--- config.mk ---
export PLATFORM = sky130hd
export DESIGN_NAME = commit_unit
export DESIGN_NICKNAME = d
export VERILOG_FILES = /design/src/rtl/commit_unit.sv
export SDC_FILE = /design/constraint.sdc
export NUM_CORES = 1
export LEC_CHECK = 0
export BUFFER_PORTS_ARGS = -buffer_cell sky130_fd_sc_hd__buf_2
export CORE_ASPECT_RATIO = 0.9
export CORE_MARGIN = 2
export CORE_UTILIZATION = 46
export DETAILED_ROUTE_END_ITERATION = 16
export GPL_ROUTABILITY_DRIVEN = 1
export PLACE_DENSITY = 0.8
export SYNTH_ARGS = -nofsm -noshare
export SYNTH_HDL_FRONTEND = slang
export SYNTH_SLANG_ARGS = --single-unit
--- constraint.sdc ---
create_clock -name clk -period 3.02 [get_ports clk]
set_input_delay 0.453 -clock clk [delete_from_list [all_inputs] [get_ports clk]]
set_output_delay 0.453 -clock clk [all_outputs]
set_load 0.05 [all_outputs]
--- src/rtl/commit_unit.sv ---
// In-order commit stage: retires the reorder-buffer head into the register file or data memory.
// Optional exception flush path is enabled by defining COMMIT_EXCEPTION_EN.
module commit_unit #(
    parameter int CNT_W = 32
) (
    input  logic             clk,
    input  logic             rst_n,
    input  logic             rob_valid,
    input  logic [31:0]      rob_val,
    input  logic [4:0]       rob_rd,
    input  logic             rob_store,
    input  logic [31:0]      rob_addr,
    input  logic             rob_ex,
    input  logic [31:0]      rob_pc,
    output logic             next_head,
    output logic             rf_we,
    output logic [4:0]       rf_rd,
    output logic [31:0]      rf_val,
    output logic             mem_req,
    output logic [31:0]      mem_addr,
    output logic [31:0]      mem_wdata,
    input  logic             mem_ack,
    output logic             ex_flush,
    output logic [31:0]      ex_epc,
    output logic [CNT_W-1:0] retired
);

    typedef enum logic [1:0] {
        IDLE,
        STORE,
        RETIRE
`ifdef COMMIT_EXCEPTION_EN
        , EXC
`endif
    } state_t;

    state_t state, state_nxt;

    logic             next_head_d;
    logic             rf_we_d;
    logic [4:0]       rf_rd_d;
    logic [31:0]      rf_val_d;
    logic             mem_req_d;
    logic [31:0]      mem_addr_d;
    logic [31:0]      mem_wdata_d;
    logic [CNT_W-1:0] retired_d;

`ifdef COMMIT_EXCEPTION_EN
    logic        ex_flush_d;
    logic [31:0] ex_epc_d;
    logic        take_ex;
    assign take_ex = rob_ex;
`else
    logic take_ex;
    logic unused_ex;
    assign take_ex   = 1'b0;
    assign unused_ex = ^{rob_ex, rob_pc};
    assign ex_flush  = 1'b0;
    assign ex_epc    = 32'd0;
`endif

    always_ff @(posedge clk or negedge rst_n) begin
        if (!rst_n) begin
            state     <= IDLE;
            next_head <= 1'b0;
            rf_we     <= 1'b0;
            rf_rd     <= 5'd0;
            rf_val    <= 32'd0;
            mem_req   <= 1'b0;
            mem_addr  <= 32'd0;
            mem_wdata <= 32'd0;
            retired   <= '0;
`ifdef COMMIT_EXCEPTION_EN
            ex_flush  <= 1'b0;
            ex_epc    <= 32'd0;
`endif
        end else begin
            state     <= state_nxt;
            next_head <= next_head_d;
            rf_we     <= rf_we_d;
            rf_rd     <= rf_rd_d;
            rf_val    <= rf_val_d;
            mem_req   <= mem_req_d;
            mem_addr  <= mem_addr_d;
            mem_wdata <= mem_wdata_d;
            retired   <= retired_d;
`ifdef COMMIT_EXCEPTION_EN
            ex_flush  <= ex_flush_d;
            ex_epc    <= ex_epc_d;
`endif
        end
    end

    // The ROB head is only looked at from IDLE; RETIRE gives the head one edge to advance.
    always_comb begin
        state_nxt = state;
        case (state)
            IDLE: begin
                if (rob_valid) begin
                    if (take_ex) begin
`ifdef COMMIT_EXCEPTION_EN
                        state_nxt = EXC;
`endif
                    end else if (rob_store) begin
                        state_nxt = STORE;
                    end else begin
                        state_nxt = RETIRE;
                    end
                end
            end
            STORE:   if (mem_ack) state_nxt = RETIRE;
            RETIRE:  state_nxt = IDLE;
`ifdef COMMIT_EXCEPTION_EN
            EXC:     state_nxt = IDLE;
`endif
            default: state_nxt = IDLE;
        endcase
    end

    always_comb begin
        next_head_d = 1'b0;
        rf_we_d     = 1'b0;
        rf_rd_d     = rf_rd;
        rf_val_d    = rf_val;
        mem_req_d   = 1'b0;
        mem_addr_d  = mem_addr;
        mem_wdata_d = mem_wdata;
`ifdef COMMIT_EXCEPTION_EN
        ex_flush_d  = 1'b0;
        ex_epc_d    = ex_epc;
`endif
        case (state)
            IDLE: begin
                if (rob_valid) begin
                    if (take_ex) begin
                        next_head_d = 1'b1;
`ifdef COMMIT_EXCEPTION_EN
                        ex_flush_d  = 1'b1;
                        ex_epc_d    = rob_pc;
`endif
                    end else if (rob_store) begin
                        mem_req_d   = 1'b1;
                        mem_addr_d  = rob_addr;
                        mem_wdata_d = rob_val;
                    end else begin
                        next_head_d = 1'b1;
                        rf_we_d     = (rob_rd != 5'd0);
                        rf_rd_d     = rob_rd;
                        rf_val_d    = rob_val;
                    end
                end
            end
            STORE: begin
                mem_req_d   = !mem_ack;
                next_head_d = mem_ack;
            end
            default: ;
        endcase
        retired_d = retired + CNT_W'(next_head_d);
    end

endmodule

# == Yosys cells after proc, flatten, opt, wreduce, memory -nomap -nowiden ==
# Cells that the tools add are included.
# W data, S select, Z words.
# totals
romBits,0
mem_count,0
wordCells,33
ramBits,0
latchBits,0
register_bits,138
# classes
n_eq_ne,3
div_mod_pow,0
multipliers,0
shifts,0
mux,13
reduce_logical,6
n_bitwise,1
n_addsub,1
order_cmp,0
# op_table
operator,n
$add A32 B1 Y32,1
$mux W1,7
$mux W2,3
$reduce_and A3 Y1,2
$reduce_bool A5 Y1,1
$ne A2 B2 Y1 const B,2
$pmux W1 S2,2
$pmux W2 S2,1
$eq A2 B1 Y1 const B,1
$logic_not A2 Y1,1
$reduce_and A2 Y1,1
$logic_not A1 Y1,1
$not A1 Y1,1

# == Depth between registers and ports, before layout ==
# depth
ltp_word,4
ltp_mapped,11
ltp_nobuf,10

# == Least setup slack after synthesis ==
# No wires, ideal clock.
# synth_timing
path_type,register -> register
start,reg state[0]
end,reg retired[18]
required_time_ps,2876
slack_ps,714
path_stages_with_launch,12
setup_time_ps,144
t_arrival_ps,2162
path_cell_list,dfrtp_1 -> nor2_1 -> nand2_1 -> nor2_1 -> buf_2 -> a31o_2 -> ha_1 -> ha_1 -> nand4_1 -> nor3_4 -> nand4_1 -> xnor2_1
# synth_via
elab_chain_len,3
elab_cells_between_ends,4
cone_classes,add/sub: 1; eq/ne: 1; mux: 1; reduce/logical: 1
# synth_rtl
element,line,text
start: declaration,37,"state_t state, state_nxt;"
start signal: assignment,78,state <= state_nxt;
$eq A2 B1 Y1 / $logic_not A2 Y1 (equally long branches),132,case (state)
$pmux W1 S2 *,132,
via next_head_d,39,logic next_head_d;
$add A32 B1 Y32 *,159,retired_d = retired + CNT_W'(next_head_d);
via retired_d[18],46,logic [CNT_W-1:0] retired_d;
end signal: assignment,86,retired <= retired_d;
end: declaration,25,output logic [CNT_W-1:0] retired
# Mark *: on every way through the listed nets, which the timed path passes. The rest lies on a longest branch.
# A chain may end at the register's enable or synchronous reset.

# == Worst setup path in the final report ==
# layout_timing
start,reg state[0]
end,reg retired[24]
# Same word-level chain as after synthesis.

==> metrics.yaml <==
logic_synthesis:
  synthTopCellsByArea: "dfrtp_1 (61%), mux2_2 (20%), buf_4 (4.9%)"
  ys_ff_latch: 138
  synth_top_area_share_pct: 60.70
  synth_top_cell_by_area: "dfrtp_1"
  ys_seq_area_share_pct: 60.70
  synthCells: 389
  syn_area_um2: 5689
  synth_area_per_cell_um2: 14.63
  ys_types: 25
  ys_warn_count: 0
placed_design:
  routabilityCongestion: 0.8157
  place_area_um2: 6808
  dpl.hpwl_mm: 9.030
  io_buffers: 209
worst_setup_path:
  worstPathRequired_ps: 3310
  end_kind: "register"
  worstPathMaxFanout: 8
  cp.arrival_ps: 2600
  cp-start-kind: "register"
  critical_path_class: "register to register"
  ff2ff_path_depth: 10
final_layout:
  final_area_um2: 7448
  layout_common_cells: "buf_2 (208), dfrtp_1 (138), mux2_2 (101)"
  layout-drive-gt1-share_pct: 57.78
  fin_nets: 720
  area_delta_synth_final_pct: 30.92
  layout_commonest_cell: "buf_2"
clock_network:
  path_clk_slew_ps: 60
  clk_latency_ps: 410
  cts_buffers: 17
  clock-sinks: 138
  cts.path.max_buffers: 2
  ctsResizeCount: 0
  cts_setup_buffers: 0
  root_buffer: "clkbuf_16"
  h-tree-depth: 4
  cts_tree: "yes"
  ctsHoldBuffers: 0
die:
  die_area_um2: 13270
  die_x_um: 121.2
  design.core.area_um2: 12080
  io_pins: 276
  start_util_pct: 47.11
  num_rows: 38
  die_h_um: 109.5
sta:
  finalSetupViolCount: 0
  max_freq_ghz: 0.4326
  rsz0062_at_grt: "no"
  period_needed_ps: 2312
  tightestPinTransition_ps: 585.5
  finalMaxSlewViolations: 0
  skew_ps: 7.272
  finalHoldViolCount: 0
  tns_ps: 0
  relSlewSlack_pct: 60.97
  fin_crit_sh_pct: 76.54
power_and_ir_drop:
  power.switching_mw: 3.325
  leakage_nw: 3.729
  clkPwrFrac_pct: 27.8
  seqPwrFrac_pct: 33.2
  combinationalPowerShare_pct: 38.9
  p_per_area_nw_per_um2: 1056
  p_sw_share_pct: 42.28
  internal_power_mw: 4.540
  ir_drop_mv: 0.7387
global_route:
  grt_usage_pct: 19.03
  overflow: 0
  grt_pass1_wl_mm: 19.24
  antenna_found_initial: 1
  grt_max_degree: 63
  grt_pass1_vias: 3889
run:
  maxCapViolations: 0
run_status:
  outcome: "complete, no violations"
routing:
  wl_per_cell_um: 15.81
  drc: 0
  vias: 3837
  drtIter0Drc: 119
  routed_wl_mm: 12.39
  dr.pass1.iters: 4
  via_per_inst: 4.894
  ant_nets: 0
hold_path:
  hp-class: "input pin to asynchronous set/reset pin"
[metal layers]
metal	global-route usage [%]	routed length [um]	up-vias
li1	-	-	1750
met1	22.46	4942	1911
met2	33.19	6355	162
met3	6.172	972	14
met4	6.158	124	0
met5	0	0	-
[power groups by stage]
stage	combinational (mW)	sequential [mW]	clock, mW
finish	3.06	2.61	2.19
global route	3.19	2.68	2.33
CTS	3.09	2.62	2.23
detailed placement	3.09	2.65	0
global placement	3.04	2.61	0
floorplan	0.638	4.36	0
[synthesized netlist by cell type]
master / instances
a31o_2: 4
and3_1: 6
and3_2: 1
and4_1: 2
buf_2: 7
buf_4: 37
conb_1: 1
dfrtp_1: 138
ha_1: 3
inv_1: 2
mux2_2: 101
nand2_1: 13
nand3_1: 13
nand3_2: 1
nand4_1: 9
nand4_4: 2
nor2_1: 8
nor3_1: 4
nor3_4: 1
nor4_4: 3
nor4b_1: 1
o21a_1: 1
or4_1: 1
xnor2_1: 21
xor2_1: 9
[path summary, 6_finish.rpt]
kind                                  start          end  slack (ps)
worst max-delay path               state[0]  retired[24]         710
worst min-delay path                  rst_n   rf_val[19]          20
worst max register to register     state[0]  retired[24]         710
worst min register to register  retired[31]  retired[31]         470
max in group asynchronous             rst_n   rf_val[28]        2210
min in group clk                rob_addr[8]  mem_addr[8]         280
[logic make-up after synthesis]
| family | after synthesis | synth area share [%] |
|---|---|---|
| AOI/OAI and AO/OA | 5 | 0.7477 |
| muxes | 101 | 19.99 |
| xor gates and xnor gates | 30 | 4.619 |
| DFF | 138 | 60.70 |
| adders and majority gates | 3 | 0.6598 |
| other | 1 | 0.06591 |
| and+or+nand+nor | 65 | 7.588 |
| buffers and inverters | 46 | 5.630 |
[sequential cells by signal (all words and copies together) (netlist names)]
register / count
mem_addr: 32
mem_wdata: 32
retired: 32
rf_val: 32
rf_rd: 5
state: 2
mem_req: 1
next_head: 1
rf_we: 1
[cell type report]
cell class,count,area (um2)
clock buffers,21,470.5
fillers,930,4628
clock inverters,11,167.7
diodes,1,2.502
multi-input cells,237,2044
repair buffers,214,1102
inverters,2,7.507
well taps,160,200.2
flip-flops and latches,138,3453
[stage by stage]
step                      worst slack, ps  instances  total power, mW  hold WS, ps  util, %
after detailed placement            733.4        751            5.731        462.0    56.37
after global placement              794.7        751            5.652        461.3    56.37
after global routing                497.1        783            8.202        50.61    61.66
after CTS                           720.9        783            7.945        29.24    61.66
final                               708.5        784            7.864        18.21    61.68
after floorplan                     714.1        421            4.994        157.4        -
[critical path, cell delays in order (launching register included)]
cell and delay, ps:
dfrtp_1 410, nor2_1 130, nand2_1 100, nor2_4 90, a31o_2 130, ha_1 170
ha_1 250, nand4_1 230, nor3_4 340, nand4_1 170, xnor2_1 160
Power figures use the tool's default switching activity.
